### src/rtl/i2c_cmd_sequencer_if.sv
// i2c_cmd_sequencer_if: RAM port and I2C master handshake between the sequencer and its neighbours
interface i2c_cmd_sequencer_if #(parameter int ADDR_W = 32);
  logic [ADDR_W-1:0] ram_addr;
  logic              ram_rd_en;
  logic              ram_wr_en;
  logic [31:0]       ram_write;
  logic [3:0]        ram_byte;
  logic [31:0]       ram_read;
  logic [6:0]        i2c_slave_addr;
  logic [7:0]        i2c_write;
  logic [7:0]        i2c_read;
  logic              i2c_rw;
  logic              i2c_ena;
  logic              i2c_reset_n;
  logic              i2c_busy;
  logic              i2c_ack_error;
  modport master (
    output ram_addr, ram_rd_en, ram_wr_en, ram_write, ram_byte,
    output i2c_slave_addr, i2c_write, i2c_rw, i2c_ena, i2c_reset_n,
    input  ram_read, i2c_read, i2c_busy, i2c_ack_error
  );
  modport slave (
    input  ram_addr, ram_rd_en, ram_wr_en, ram_write, ram_byte,
    input  i2c_slave_addr, i2c_write, i2c_rw, i2c_ena, i2c_reset_n,
    output ram_read, i2c_read, i2c_busy, i2c_ack_error
  );
endinterface

### src/rtl/i2c_cmd_sequencer.sv
// i2c_cmd_sequencer: runs a RAM-resident list of single-byte I2C commands on the I2C master
// and writes one {status, data} result word back to RAM per command.
module i2c_cmd_sequencer #(
  parameter int ADDR_W        = 32,
  parameter int MAX_CMDS      = 16,
  parameter int RD_LATENCY    = 1,
  parameter int TIMEOUT_CYC   = 65535,
  parameter int ABORT_ON_NACK = 1
) (
  input  logic              clk,
  input  logic              rst,
  input  logic              i_start,
  input  logic [ADDR_W-1:0] i_cmd_base,
  input  logic [ADDR_W-1:0] i_res_base,
  i2c_cmd_sequencer_if.master bus,
  output logic              o_running,
  output logic              o_done,
  output logic              o_error,
  output logic [4:0]        o_cmd_index,
  output logic [7:0]        o_led
);
  localparam logic [2:0]  S_IDLE = 3'd0, S_FETCH = 3'd1, S_ISSUE = 3'd2, S_WAIT_LO = 3'd3, S_WB = 3'd4, S_END = 3'd5;
  localparam logic [15:0] TO       = 16'(TIMEOUT_CYC - 1);
  localparam logic [15:0] LAT      = 16'(RD_LATENCY);
  localparam logic [4:0]  LAST_IDX = 5'(MAX_CMDS - 1);
  logic [2:0]        r_state;
  logic [ADDR_W-1:0] r_cmd_base, r_res_base;
  logic [16:0]       r_cmd;
  logic [7:0]        r_status, r_data;
  logic [15:0]       r_cnt;
  logic [4:0]        r_idx;
  logic              r_error, r_rst_n, r_rst_cnt;
  logic [ADDR_W-1:0] w_off;
  logic              w_stop, w_running;
  // r_cmd keeps only {last, rw, slave[6:0], byte[7:0]}; the reserved low bits are dropped
  assign w_off     = ADDR_W'(r_idx) << 2;
  assign w_stop    = r_cmd[16] || (r_idx == LAST_IDX) || r_status[1] || ((|r_status) && ABORT_ON_NACK != 0);
  assign w_running = (r_state != S_IDLE) && (r_state != S_END);
  assign bus.ram_addr       = (r_state == S_WB) ? r_res_base + w_off : (r_state == S_FETCH) ? r_cmd_base + w_off : '0;
  assign bus.ram_rd_en      = (r_state == S_FETCH) && (r_cnt == 16'd0);
  assign bus.ram_wr_en      = (r_state == S_WB);
  assign bus.ram_write      = (r_state == S_WB) ? {16'h0, r_status, r_data} : 32'h0;
  assign bus.ram_byte       = {4{r_state == S_WB}};
  assign bus.i2c_slave_addr = r_cmd[14:8];
  assign bus.i2c_write      = r_cmd[7:0];
  assign bus.i2c_rw         = r_cmd[15];
  assign bus.i2c_ena        = (r_state == S_ISSUE);
  assign bus.i2c_reset_n    = r_rst_n;
  assign o_running          = w_running;
  assign o_done             = (r_state == S_END);
  assign o_error            = r_error;
  assign o_cmd_index        = r_idx;
  assign o_led              = {r_error, w_running, 2'b00, r_idx[3:0]};
  always_ff @(posedge clk or posedge rst) begin
    if (rst) begin
      r_state    <= S_IDLE;
      r_cmd_base <= '0;
      r_res_base <= '0;
      r_cmd      <= '0;
      r_status   <= '0;
      r_data     <= '0;
      r_cnt      <= '0;
      r_idx      <= '0;
      r_error    <= 1'b0;
      r_rst_n    <= 1'b0;
      r_rst_cnt  <= 1'b0;
    end else begin
      r_cnt     <= (&r_cnt) ? r_cnt : r_cnt + 16'd1;
      r_rst_n   <= r_rst_n | !r_rst_cnt;
      r_rst_cnt <= 1'b0;
      case (r_state)
        S_IDLE: if (i_start) begin
          r_cmd_base <= i_cmd_base;
          r_res_base <= i_res_base;
          r_error    <= 1'b0;
          r_idx      <= '0;
          r_cnt      <= '0;
          r_state    <= S_FETCH;
        end
        S_FETCH: if (r_cnt == LAT) begin
          r_cmd    <= bus.ram_read[31:15];
          r_status <= '0;
          r_data   <= '0;
          r_cnt    <= '0;
          r_state  <= S_ISSUE;
        end
        S_ISSUE: if (bus.i2c_busy) begin
          r_cnt   <= '0;
          r_state <= S_WAIT_LO;
        end else if (r_cnt >= TO) begin
          r_status  <= 8'h02;
          r_rst_n   <= 1'b0;
          r_rst_cnt <= 1'b1;
          r_state   <= S_WB;
        end
        S_WAIT_LO: if (!bus.i2c_busy) begin
          r_data   <= r_cmd[15] ? bus.i2c_read : 8'h00;
          r_status <= {7'h0, bus.i2c_ack_error};
          r_state  <= S_WB;
        end else if (r_cnt >= TO) begin
          r_status  <= 8'h02;
          r_rst_n   <= 1'b0;
          r_rst_cnt <= 1'b1;
          r_state   <= S_WB;
        end
        S_WB: begin
          r_error <= r_error | (|r_status);
          r_idx   <= w_stop ? r_idx : r_idx + 5'd1;
          r_cnt   <= '0;
          r_state <= w_stop ? S_END : S_FETCH;
        end
        default: r_state <= S_IDLE;
      endcase
    end
  end
endmodule

### src/flat_wrapper.sv
// flat-port wrapper written by rule: the top's interface ports become plain ports
module i2c_cmd_sequencer_flat 
#(
  parameter int ADDR_W        = 32,
  parameter int MAX_CMDS      = 16,
  parameter int RD_LATENCY    = 1,
  parameter int TIMEOUT_CYC   = 65535,
  parameter int ABORT_ON_NACK = 1
)
  (clk, rst, i_start, i_cmd_base, i_res_base, o_running, o_done, o_error, o_cmd_index, o_led, bus_ram_addr, bus_ram_rd_en, bus_ram_wr_en, bus_ram_write, bus_ram_byte, bus_i2c_slave_addr, bus_i2c_write, bus_i2c_rw, bus_i2c_ena, bus_i2c_reset_n, bus_ram_read, bus_i2c_read, bus_i2c_busy, bus_i2c_ack_error);
  i2c_cmd_sequencer_if #(.ADDR_W(ADDR_W)) bus_i ();
  input  logic clk;
  input  logic rst;
  input  logic i_start;
  input  logic [ADDR_W-1:0] i_cmd_base;
  input  logic [ADDR_W-1:0] i_res_base;
  output logic o_running;
  output logic o_done;
  output logic o_error;
  output logic [4:0] o_cmd_index;
  output logic [7:0] o_led;
  output wire logic [$bits(bus_i.ram_addr)-1:0] bus_ram_addr;
  output wire logic [$bits(bus_i.ram_rd_en)-1:0] bus_ram_rd_en;
  output wire logic [$bits(bus_i.ram_wr_en)-1:0] bus_ram_wr_en;
  output wire logic [$bits(bus_i.ram_write)-1:0] bus_ram_write;
  output wire logic [$bits(bus_i.ram_byte)-1:0] bus_ram_byte;
  output wire logic [$bits(bus_i.i2c_slave_addr)-1:0] bus_i2c_slave_addr;
  output wire logic [$bits(bus_i.i2c_write)-1:0] bus_i2c_write;
  output wire logic [$bits(bus_i.i2c_rw)-1:0] bus_i2c_rw;
  output wire logic [$bits(bus_i.i2c_ena)-1:0] bus_i2c_ena;
  output wire logic [$bits(bus_i.i2c_reset_n)-1:0] bus_i2c_reset_n;
  input wire logic [$bits(bus_i.ram_read)-1:0] bus_ram_read;
  input wire logic [$bits(bus_i.i2c_read)-1:0] bus_i2c_read;
  input wire logic [$bits(bus_i.i2c_busy)-1:0] bus_i2c_busy;
  input wire logic [$bits(bus_i.i2c_ack_error)-1:0] bus_i2c_ack_error;
  assign bus_ram_addr = bus_i.ram_addr;
  assign bus_ram_rd_en = bus_i.ram_rd_en;
  assign bus_ram_wr_en = bus_i.ram_wr_en;
  assign bus_ram_write = bus_i.ram_write;
  assign bus_ram_byte = bus_i.ram_byte;
  assign bus_i2c_slave_addr = bus_i.i2c_slave_addr;
  assign bus_i2c_write = bus_i.i2c_write;
  assign bus_i2c_rw = bus_i.i2c_rw;
  assign bus_i2c_ena = bus_i.i2c_ena;
  assign bus_i2c_reset_n = bus_i.i2c_reset_n;
  assign bus_i.ram_read = bus_ram_read;
  assign bus_i.i2c_read = bus_i2c_read;
  assign bus_i.i2c_busy = bus_i2c_busy;
  assign bus_i.i2c_ack_error = bus_i2c_ack_error;
  i2c_cmd_sequencer #(.ADDR_W(ADDR_W), .MAX_CMDS(MAX_CMDS), .RD_LATENCY(RD_LATENCY), .TIMEOUT_CYC(TIMEOUT_CYC), .ABORT_ON_NACK(ABORT_ON_NACK)) u_core (.clk(clk), .rst(rst), .i_start(i_start), .i_cmd_base(i_cmd_base), .i_res_base(i_res_base), .bus(bus_i), .o_running(o_running), .o_done(o_done), .o_error(o_error), .o_cmd_index(o_cmd_index), .o_led(o_led));
endmodule
### config.mk
export PLATFORM = sky130hd
export DESIGN_NAME = i2c_cmd_sequencer_flat
export DESIGN_NICKNAME = d
export VERILOG_FILES = /design/src/rtl/i2c_cmd_sequencer_if.sv /design/src/rtl/i2c_cmd_sequencer.sv /design/src/flat_wrapper.sv
export SDC_FILE = /design/constraint.sdc
export NUM_CORES = 1
export LEC_CHECK = 0
export ABC_AREA = 1
export BUFFER_PORTS_ARGS = -buffer_cell sky130_fd_sc_hd__buf_4
export CORE_MARGIN = 10
export CORE_UTILIZATION = 49
export DETAILED_ROUTE_END_ITERATION = 10
export PLACE_DENSITY = 0.78
export SYNTH_ARGS = -nofsm -noshare
export SYNTH_HDL_FRONTEND = slang
export SYNTH_SLANG_ARGS = --single-unit
### constraint.sdc
create_clock -name clk -period 3.9 [get_ports clk]
set_input_delay 0.39 -clock clk [delete_from_list [all_inputs] [get_ports clk]]
set_output_delay 0.39 -clock clk [all_outputs]
set_load 0.01 [all_outputs]
Yosys cells after proc, flatten, opt, wreduce, memory -nomap -nowiden
Index checks and enable logic that the tools add are counted.
- add/subtract/negate cells: 4
- magnitude comparators: 1
- eq/ne operators: 13
- multiplexer cells: 36
- bitwise operators: 2
- reduce and logical (&&, ||, !) cells: 21
- operator list (cell ; number):
    2-to-1 mux 16 bit ; 5
    adder 32 x 7 -> 32 bit ; 2
    2-to-1 mux 32 bit ; 2
    case mux 16 bit (4 select lines) ; 1
    2-to-1 mux 8 bit ; 6
    case mux 8 bit (3 select lines) ; 1
    2-to-1 mux 3 bit ; 6
    adder 16 x 1 -> 16 bit (second input constant) ; 1
    equality test 16 x 1 -> 1 bit (second input constant) ; 1
    greater-or-equal comparator 16 bit (second input constant) ; 1
    logical NOT 16 bit ; 1
    case mux 8 bit (2 select lines) ; 1
    AND reduction 16 bit ; 1
    case mux 3 bit (5 select lines) ; 1
    2-to-1 mux 5 bit ; 2
    != test 2 bit (second input constant) ; 5
    case mux 5 bit (2 select lines) ; 1
    AND reduction 3 bit ; 3
    AND reduction 2 bit ; 4
    OR reduction 8 bit ; 1
    2-to-1 mux 1 bit ; 7
    equality test 3 x 2 -> 1 bit (second input constant) ; 2
    equality test 3 bit (second input constant) ; 2
    case mux 1 bit (2 select lines) ; 3
    other kinds (11) ; 17
- register bits after elaboration: 124
- output and inout port bits: 104
- logic and storage cells: 88

Longest topological paths before layout
Gate-level depths: netlist (run 1).
- depth after elaboration: 6
- mapped depth: 13
- gate-level depth less buffers: 13

Least setup slack after synthesis (run 1)
Ideal clock, no wire load.
- path kind: reg-to-output
- from: register u_core.r_idx[0], in the netlist u_core.o_cmd_index[0]
- to: output port bus_ram_addr[16]
- arrival: 2.049 ns
- data required time: 3.510 ns
- slack: 1.461 ns
- cell stages (with the launch flop): 9
- path buffers: 0
- path through: dfrtp_1 -> ha_1 -> inv_1 -> fa_1 -> o21ai_0 -> a21boi_0 -> nor2_1 -> nor2_1 -> o21ai_0
- longest elaborated chain between the ends: 3
- elaborated cells between the ends (all ways): 4
- RTL lines (what ; line ; RTL):
    start: declaration ; i2c_cmd_sequencer.sv:31 ; logic [4:0] r_idx;
    start signal: assignment ; i2c_cmd_sequencer.sv:108 ; r_idx <= w_stop ? r_idx : r_idx + 5'd1;
    adder 32 x 7 -> 32 bit ; i2c_cmd_sequencer.sv:39 ; assign bus.ram_addr = (r_state == S_WB) ? r_res_base + w_off : (r_state == S_FETCH) ? r_cmd_base + w_off : '0;
    2-to-1 mux 32 bit ; i2c_cmd_sequencer.sv:39 ;
    2-to-1 mux 32 bit (*) ; i2c_cmd_sequencer.sv:39 ;
    end: declaration ; flat_wrapper.sv:22 ; output wire logic [$bits(bus_i.ram_addr)-1:0] bus_ram_addr;
Mark *: on every way between the ends. The rest lies on a longest branch, timed or not.

Worst setup path in the final report (run 1)
Same ends and word-level chain as after synthesis.

==> results.sh, run 1 <==
export IMPL_overflow=0
export IMPL_finalHoldViolCount=0
export IMPL_flow_area_growth_from_synthesis_pct=22.7
export IMPL_peakVddDrop_uv=382
export IMPL_clk_pin_slew_ns=0.06
export IMPL_power_switching_mw=2.86
export IMPL_critPathMaxFanout=8
export IMPL_fin_crit_sh_pct=88.2
export IMPL_arrival_ns=3.05
export IMPL_p_int_mw=3.81
export IMPL_first_pass_iters=6
export IMPL_drive_gt1_share_pct=18.8
export IMPL_syn_inst=1169
export IMPL_sw_frac_of_total_pct=42.9
export IMPL_clk_path_buf_depth=2
export IMPL_ant_nets=0
export IMPL_p_comb_share_pct=42.0
export IMPL_power_mw=6.67
export IMPL_dieArea_um2=22000
export IMPL_vias=7991
export IMPL_leakagePower_nw=5.18
export IMPL_critPathLaunchType="flip-flop"
export IMPL_hold_buffers=0
export IMPL_period_needed_ns=3.44
export IMPL_worstSkewPairLatency_ns=0.42
export IMPL_syn_area_um2=8070
export IMPL_ys_ff_latch=124
export IMPL_clkPwrFrac_pct=24.9
export IMPL_routed_via_density=5.17
export IMPL_finalNetCount=1444
export IMPL_cts_tree="done"
export IMPL_layout_commonest_cell="nand2_1"
export IMPL_clkSinkCount=124
export IMPL_drt_iter0_drc=770
export IMPL_n_antenna_cell=0
export IMPL_r2r_start="u_core.r_state[1]"
export IMPL_grt_antenna_before_repair=0
export IMPL_yosys_warnings=0
export IMPL_tightest_slew_ns=0.893
export IMPL_fillers=1473
export IMPL_slew_violations=0
export IMPL_rsz0062_at_grt="false"
export IMPL_num_io_pins=213
export IMPL_num_rows=46
export IMPL_ctsResizeCount=0
export IMPL_grt_pass1_wl_mm=39.6
export IMPL_post_drt_wl_per_cell_um=15.7
export IMPL_multi_input_area_um2=3930
export IMPL_port_buffers=179
export IMPL_globalplace_congestion=0.983
export IMPL_drc=0
export IMPL_placed_area_um2=9290
export IMPL_routed_wl_mm=24.2
export IMPL_relSlewSlack_pct=40.4
export IMPL_tns_ns=0
export IMPL_die_w_um=148
export IMPL_cts_setup_buffers=0
export IMPL_grt_pass1_vias=7754
export IMPL_cp_startpoint="u_core.o_cmd_index[0]"
export IMPL_cts_buffers=17
export IMPL_postLayoutCellArea_um2=9900
export IMPL_grt_max_degree=72
export IMPL_hpwl_mm=18.5
export IMPL_powerDensity_nw_per_um2=673
export IMPL_setup_violations=0
export IMPL_status="complete, no violations"
export IMPL_layout_common_cells="360 x nand2_1, 183 x buf_4, 146 x inv_1"
export IMPL_cap_violations=0
export IMPL_synth_cell_types=42
export IMPL_max_freq_ghz=0.291
export IMPL_cts_htree_levels=4
export IMPL_required_ns=3.51
export IMPL_clock_skew_ns=0.00847
export IMPL_core_area_um2=16000
export IMPL_root_buffer="clkbuf_16"
export IMPL_syn_avg_cell_area_um2=6.91
export IMPL_seq_area_frac_synth_pct=38.4
export IMPL_grt_usage_pct=22.1
export IMPL_seqCellArea_um2=3100
export IMPL_critPathKind="reg -> out"
export IMPL_die_h_um=148
export IMPL_min_path_type="in -> async"
export IMPL_p_seq_share_pct=33.1
export IMPL_cp_end_kind="output port"
export IMPL_initial_core_util_pct=50.5
-- cell usage after synthesis, drive strengths merged --
cell type  instances  area share (%)
conb               1           0.046
dfrtp            124              38
a21oi             24             1.6
inv              157             7.3
o211ai             6            0.56
nand3            110             7.0
o21bai             2            0.19
and3               2            0.15
ha                16             2.5
nor2             112             5.5
a21boi             2            0.19
xor2               9            0.98
a22o               3            0.33
fa                 2            0.50
a31o               2            0.22
or2                3            0.23
o21ai            103             6.5
nor3b              1            0.15
a32oi              1            0.11
clkbuf             5            0.23
nand2            365              17
xnor2              3            0.33
clkinv             1           0.046
o22ai              4            0.31
nand4             21             1.7
and2               2            0.15
nor4               1           0.078
nand3b             1           0.093
buf               67             6.2
nor3              19             1.2
-- registers in the layout, indices dropped and copies added (netlist names) --
signal                  cells
u_core.r_cmd_base          32
u_core.r_res_base          32
u_core.r_cmd               17
u_core.r_cnt               16
u_core.r_data               8
u_core.r_status             8
u_core.o_cmd_index          5
u_core.r_state              3
u_core.bus.i2c_reset_n      1
u_core.o_error              1
u_core.r_rst_cnt            1
-- worst max-delay path: stages (launching register included) --
cell,delay (ns)
dfrtp_1,0.54
ha_1,0.30
inv_1,0.07
fa_1,0.38
o21ai_0,0.44
nand2_1,0.10
nand2_1,0.23
nand2_1,0.11
o21ai_0,0.14
o21ai_0,0.14
buf_4,0.18
-- layer usage --
metal  track usage [%]  part of all wire [%]  vias up
li1                  -                     -     3963
met1              29.6                    44     3658
met5                 0                     0        -
met3              4.58                   7.9       40
met2              34.7                    46      330
met4              7.43                   1.8        0
-- final timing paths --
path | to | slack (ns) | depth (start not counted)
setup / recovery | bus_ram_addr[16] | 0.46 | 10
hold / removal | u_core.r_cnt[0] | 0.15 | 2
setup reg to reg | u_core.o_cmd_index[2] | 1.59 | 9
hold reg to reg | u_core.bus.i2c_reset_n | 0.41 | 1
max in group asynchronous | u_core.o_cmd_index[0] | 2.92 | 3
min in group clk | u_core.r_res_base[3] | 0.16 | 3
-- stage by stage --
step	util [%]	hold WS, ns	cells	setup slack [ns]
global route	61.9	0.166	1546	0.156
detailed placement	58.1	0.404	1514	0.913
global placement	58.1	0.394	1514	0.970
finish	61.9	0.154	1546	0.461
CTS	61.9	0.159	1546	0.396
floorplan	-	0.388	1186	0.211
-- power groups by stage --
stage / clock, mW / sequential, mW / combinational [mW]
final: 1.66 / 2.21 / 2.80
after floorplan: 0 / 2.09 / 2.01
after detailed placement: 0 / 2.21 / 2.80
after CTS: 1.67 / 2.20 / 2.82
after global routing: 1.74 / 2.29 / 3.16
after global placement: 0 / 2.20 / 2.74
-- final cells by class --
cell class              count  area share, %
inverters                 158           6.01
repair buffers            184           14.1
multi-input cells         832           39.6
clock buffers              17           4.30
flip-flops and latches    124           31.3
well taps                 216           2.73
clock inverters            15           1.91
-- cell families (layout without fill, tap and decap cells) --
logic type	Yosys count	count (layout)	synth area share, %
buffers and inverters	230	374	13.8
AND/OR/NAND/NOR	637	637	33.4
adder cells (fa/ha/maj)	18	18	2.98
XOR/XNOR	12	12	1.30
other	1	18	0.0465
flip-flops	124	124	38.4
AO/OA/AOI/OAI	147	147	10.0
(Power assumes the default switching activity.)
==> inputs of run 2 (changes only) <==
Settings changed: ABC_AREA 1 to default, CORE_UTILIZATION 49 to 44, PLACE_DENSITY 0.78 to 0.73.
==> run 2 against run 1 <==
Clock skew barely moved; hold slack got worse by 0.099 ns; first-iteration DRC count fell by 63%; clock power fell by 4%; critical path depth fell by 1; combinational power fell by 18%; worst setup slack got worse by 0.026 ns; largest power group unchanged; highest routed layer unchanged.
==> results.sh, run 2 <==
export IMPL_n_antenna_cell=0
export IMPL_required_ns=3.51
export IMPL_grt_usage_pct=18.2
export IMPL_drive_gt1_share_pct=25.2
export IMPL_wl_met3_mm=1.10
export IMPL_seq_area_frac_synth_pct=43.6
export IMPL_syn_inst=824
export IMPL_min_path_type="in -> async"
export IMPL_critPathLaunchType="flip-flop"
export IMPL_grt_max_degree=54
export IMPL_drc=0
export IMPL_period_needed_ns=3.46
export IMPL_critPathMaxFanout=8
export IMPL_critPathKind="reg -> out"
export IMPL_finalHoldViolCount=0
export IMPL_cp_end_kind="output port"
export IMPL_cts_tree="done"
export IMPL_reg2regPathDepth=5
export IMPL_slew_violations=0
export IMPL_routed_wl_mm=20.0
export IMPL_vias=6100
export IMPL_arrival_ns=3.07
export IMPL_root_buffer="clkbuf_16"
export IMPL_relSlewSlack_pct=36.5
export IMPL_peakVddDrop_uv=308
export IMPL_clk_pin_slew_ns=0.06
export IMPL_grt_pass1_wl_mm=32.0
export IMPL_async_flop_share_pct=100
export IMPL_yosysMostFrequentCell="nand2_1"
export IMPL_synth_edff_count=0
export IMPL_synth_cell_types=47
export IMPL_overflow=0
export IMPL_r2r_start="u_core.r_state[0]"
export IMPL_multi_input_area_um2=3560
export IMPL_cap_violations=0
export IMPL_placed_area_um2=8430
export IMPL_met2_length_mm=9.88
export IMPL_hold_buffers=0
export IMPL_core_area_um2=15900
export IMPL_num_rows=46
export IMPL_synth_top_cell_area_share_pct=43.6
export IMPL_clk_path_buf_depth=2
export IMPL_rsz0062_at_grt="false"
export IMPL_setup_violations=0
export IMPL_top_layer_used="met4"
export IMPL_grt_pass1_vias=6079
export IMPL_largestRegisters="u_core.r_cmd_base: 32 flops, u_core.r_res_base: 32 flops, u_core.r_cmd: 17 flops"
export IMPL_globalplace_congestion=0.810
export IMPL_finalNetCount=1102
export IMPL_leakagePower_nw=4.44
export IMPL_syn_avg_cell_area_um2=8.63
export IMPL_worstSkewPairLatency_ns=0.42
export IMPL_num_io_pins=213
export IMPL_ys_ff_latch=124
export IMPL_clkSinkCount=124
export IMPL_clock_skew_ns=0.00822
export IMPL_fin_crit_sh_pct=88.8
export IMPL_fin_cells=1203
export IMPL_routed_via_density=5.07
export IMPL_fillers=1452
export IMPL_synth_main_ff_cell="dfrtp_1"
export IMPL_first_pass_iters=5
export IMPL_syn_area_um2=7110
export IMPL_place_inst=1172
export IMPL_layout_common_cells="233 x nand2_1, 189 x buf_4, 124 x dfrtp_1"
export IMPL_layout_commonest_cell="nand2_1"
export IMPL_r2r_end="u_core.r_status[5]"
export IMPL_post_drt_wl_per_cell_um=16.7
export IMPL_max_freq_ghz=0.289
export IMPL_postLayoutCellArea_um2=9020
export IMPL_initial_core_util_pct=44.8
export IMPL_status="complete, no violations"
export IMPL_cts_htree_levels=4
export IMPL_dieArea_um2=21600
export IMPL_cts_setup_buffers=0
export IMPL_crit_chain="ha_1, fa_1, a211oi_1, o21bai_1, nor2b_1, nand3_1, xor2_1, o22ai_1, buf_4"
export IMPL_ant_nets=0
export IMPL_cts_buffers=17
export IMPL_cp_top_family="compound AO/OA/AOI/OAI gates"
export IMPL_wirelength_met1_mm=8.66
export IMPL_flow_area_growth_from_synthesis_pct=26.9
export IMPL_tightest_slew_ns=0.948
export IMPL_drt_iter0_drc=287
export IMPL_ys_top_cells_by_count="233 x nand2_1, 124 x dfrtp_1, 49 x nor2_1, 43 x buf_4"
export IMPL_ctsResizeCount=0
export IMPL_die_h_um=147
export IMPL_die_w_um=147
export IMPL_synth_area_leaders="dfrtp_1 44%, nand2_1 12%, buf_4 4.5%"
export IMPL_yosys_warnings=0
export IMPL_tns_ns=0
export IMPL_powerDensity_nw_per_um2=686
export IMPL_yosys_area_top_type="dfrtp_1"
export IMPL_seqCellArea_um2=3100
export IMPL_r2r_setup_slack_ns=1.12
export IMPL_slowest_stage="dfrtp_1"
export IMPL_port_buffers=179
export IMPL_path_buf_inv=1
export IMPL_cpPeakStageDelay_ns=0.48
export IMPL_fin_util_pct=56.8
export IMPL_grt_antenna_before_repair=0
export IMPL_hpwl_mm=14.8
-- run 2: routing by layer --
| layer | up-vias | track usage, % |
|---|---|---|
| met1 | 2909 | 22.9 |
| met3 | 23 | 4.39 |
| li1 | 2997 | - |
| met4 | 0 | 7.14 |
| met2 | 171 | 29.7 |
| met5 | - | 0 |
-- run 2: worst max path at each step --
stage	slack (ns)	start	to	depth (start not counted)
after floorplan	0.21	rst	u_core.bus.i2c_reset_n	1
after global placement	0.93	u_core.o_cmd_index[0]	bus_ram_addr[28]	10
after detailed placement	0.86	u_core.o_cmd_index[0]	bus_ram_addr[28]	10
after CTS	0.41	u_core.o_cmd_index[0]	bus_ram_addr[28]	10
after global routing	0.14	u_core.o_cmd_index[0]	bus_ram_addr[28]	10
final	0.44	u_core.o_cmd_index[0]	bus_ram_addr[14]	9
-- run 2: power by group --
part           leakage (nW)  internal (mW)  switching [mW]
logic                  2.56           1.06            1.26
clock network         0.290           1.05           0.555
registers              1.59           1.77           0.507
-- run 2: area by class of cell --
class                      count  area share (%)
clock buffer                  24            5.34
timing repair buffer         189            15.7
tap                          216            2.99
multi-input combinational    622            39.4
inverter                      21           0.901
clock inverter                 7            1.25
sequential                   124            34.4
-- run 2: cells by family (layout without fill, tap and decap cells) --
logic type / after synthesis / in the layout / share of synthesized area, %
AO/OA/AOI/OAI: 78 / 78 / 6.88
buffers and inverters: 95 / 241 / 7.34
XOR/XNOR: 70 / 70 / 8.62
multiplexers: 17 / 17 / 2.69
flip-flops: 124 / 124 / 43.6
adder cells (fa/ha/maj): 19 / 19 / 3.52
AND/OR/NAND/NOR: 420 / 420 / 27.3
other: 1 / 18 / 0.0527
-- run 2: through the flow --
stage / hold slack, ns / setup WS (ns) / power [mW]
3_5_place_dp: 0.408 / 0.864 / 4.60
3_3_place_gp: 0.397 / 0.934 / 4.54
6_report: 0.0552 / 0.435 / 6.19
2_1_floorplan: 0.391 / 0.211 / 3.80
4_1_cts: 0.0774 / 0.406 / 6.23
5_1_grt: 0.105 / 0.143 / 6.63
-- run 2: worst reg2reg max path: stages, from the launching register on --
cell	delay, ns
dfrtp_1	0.60
inv_1	0.22
nor3_1	0.65
and3_1	0.55
nor2_1	0.34
and3_2	0.31
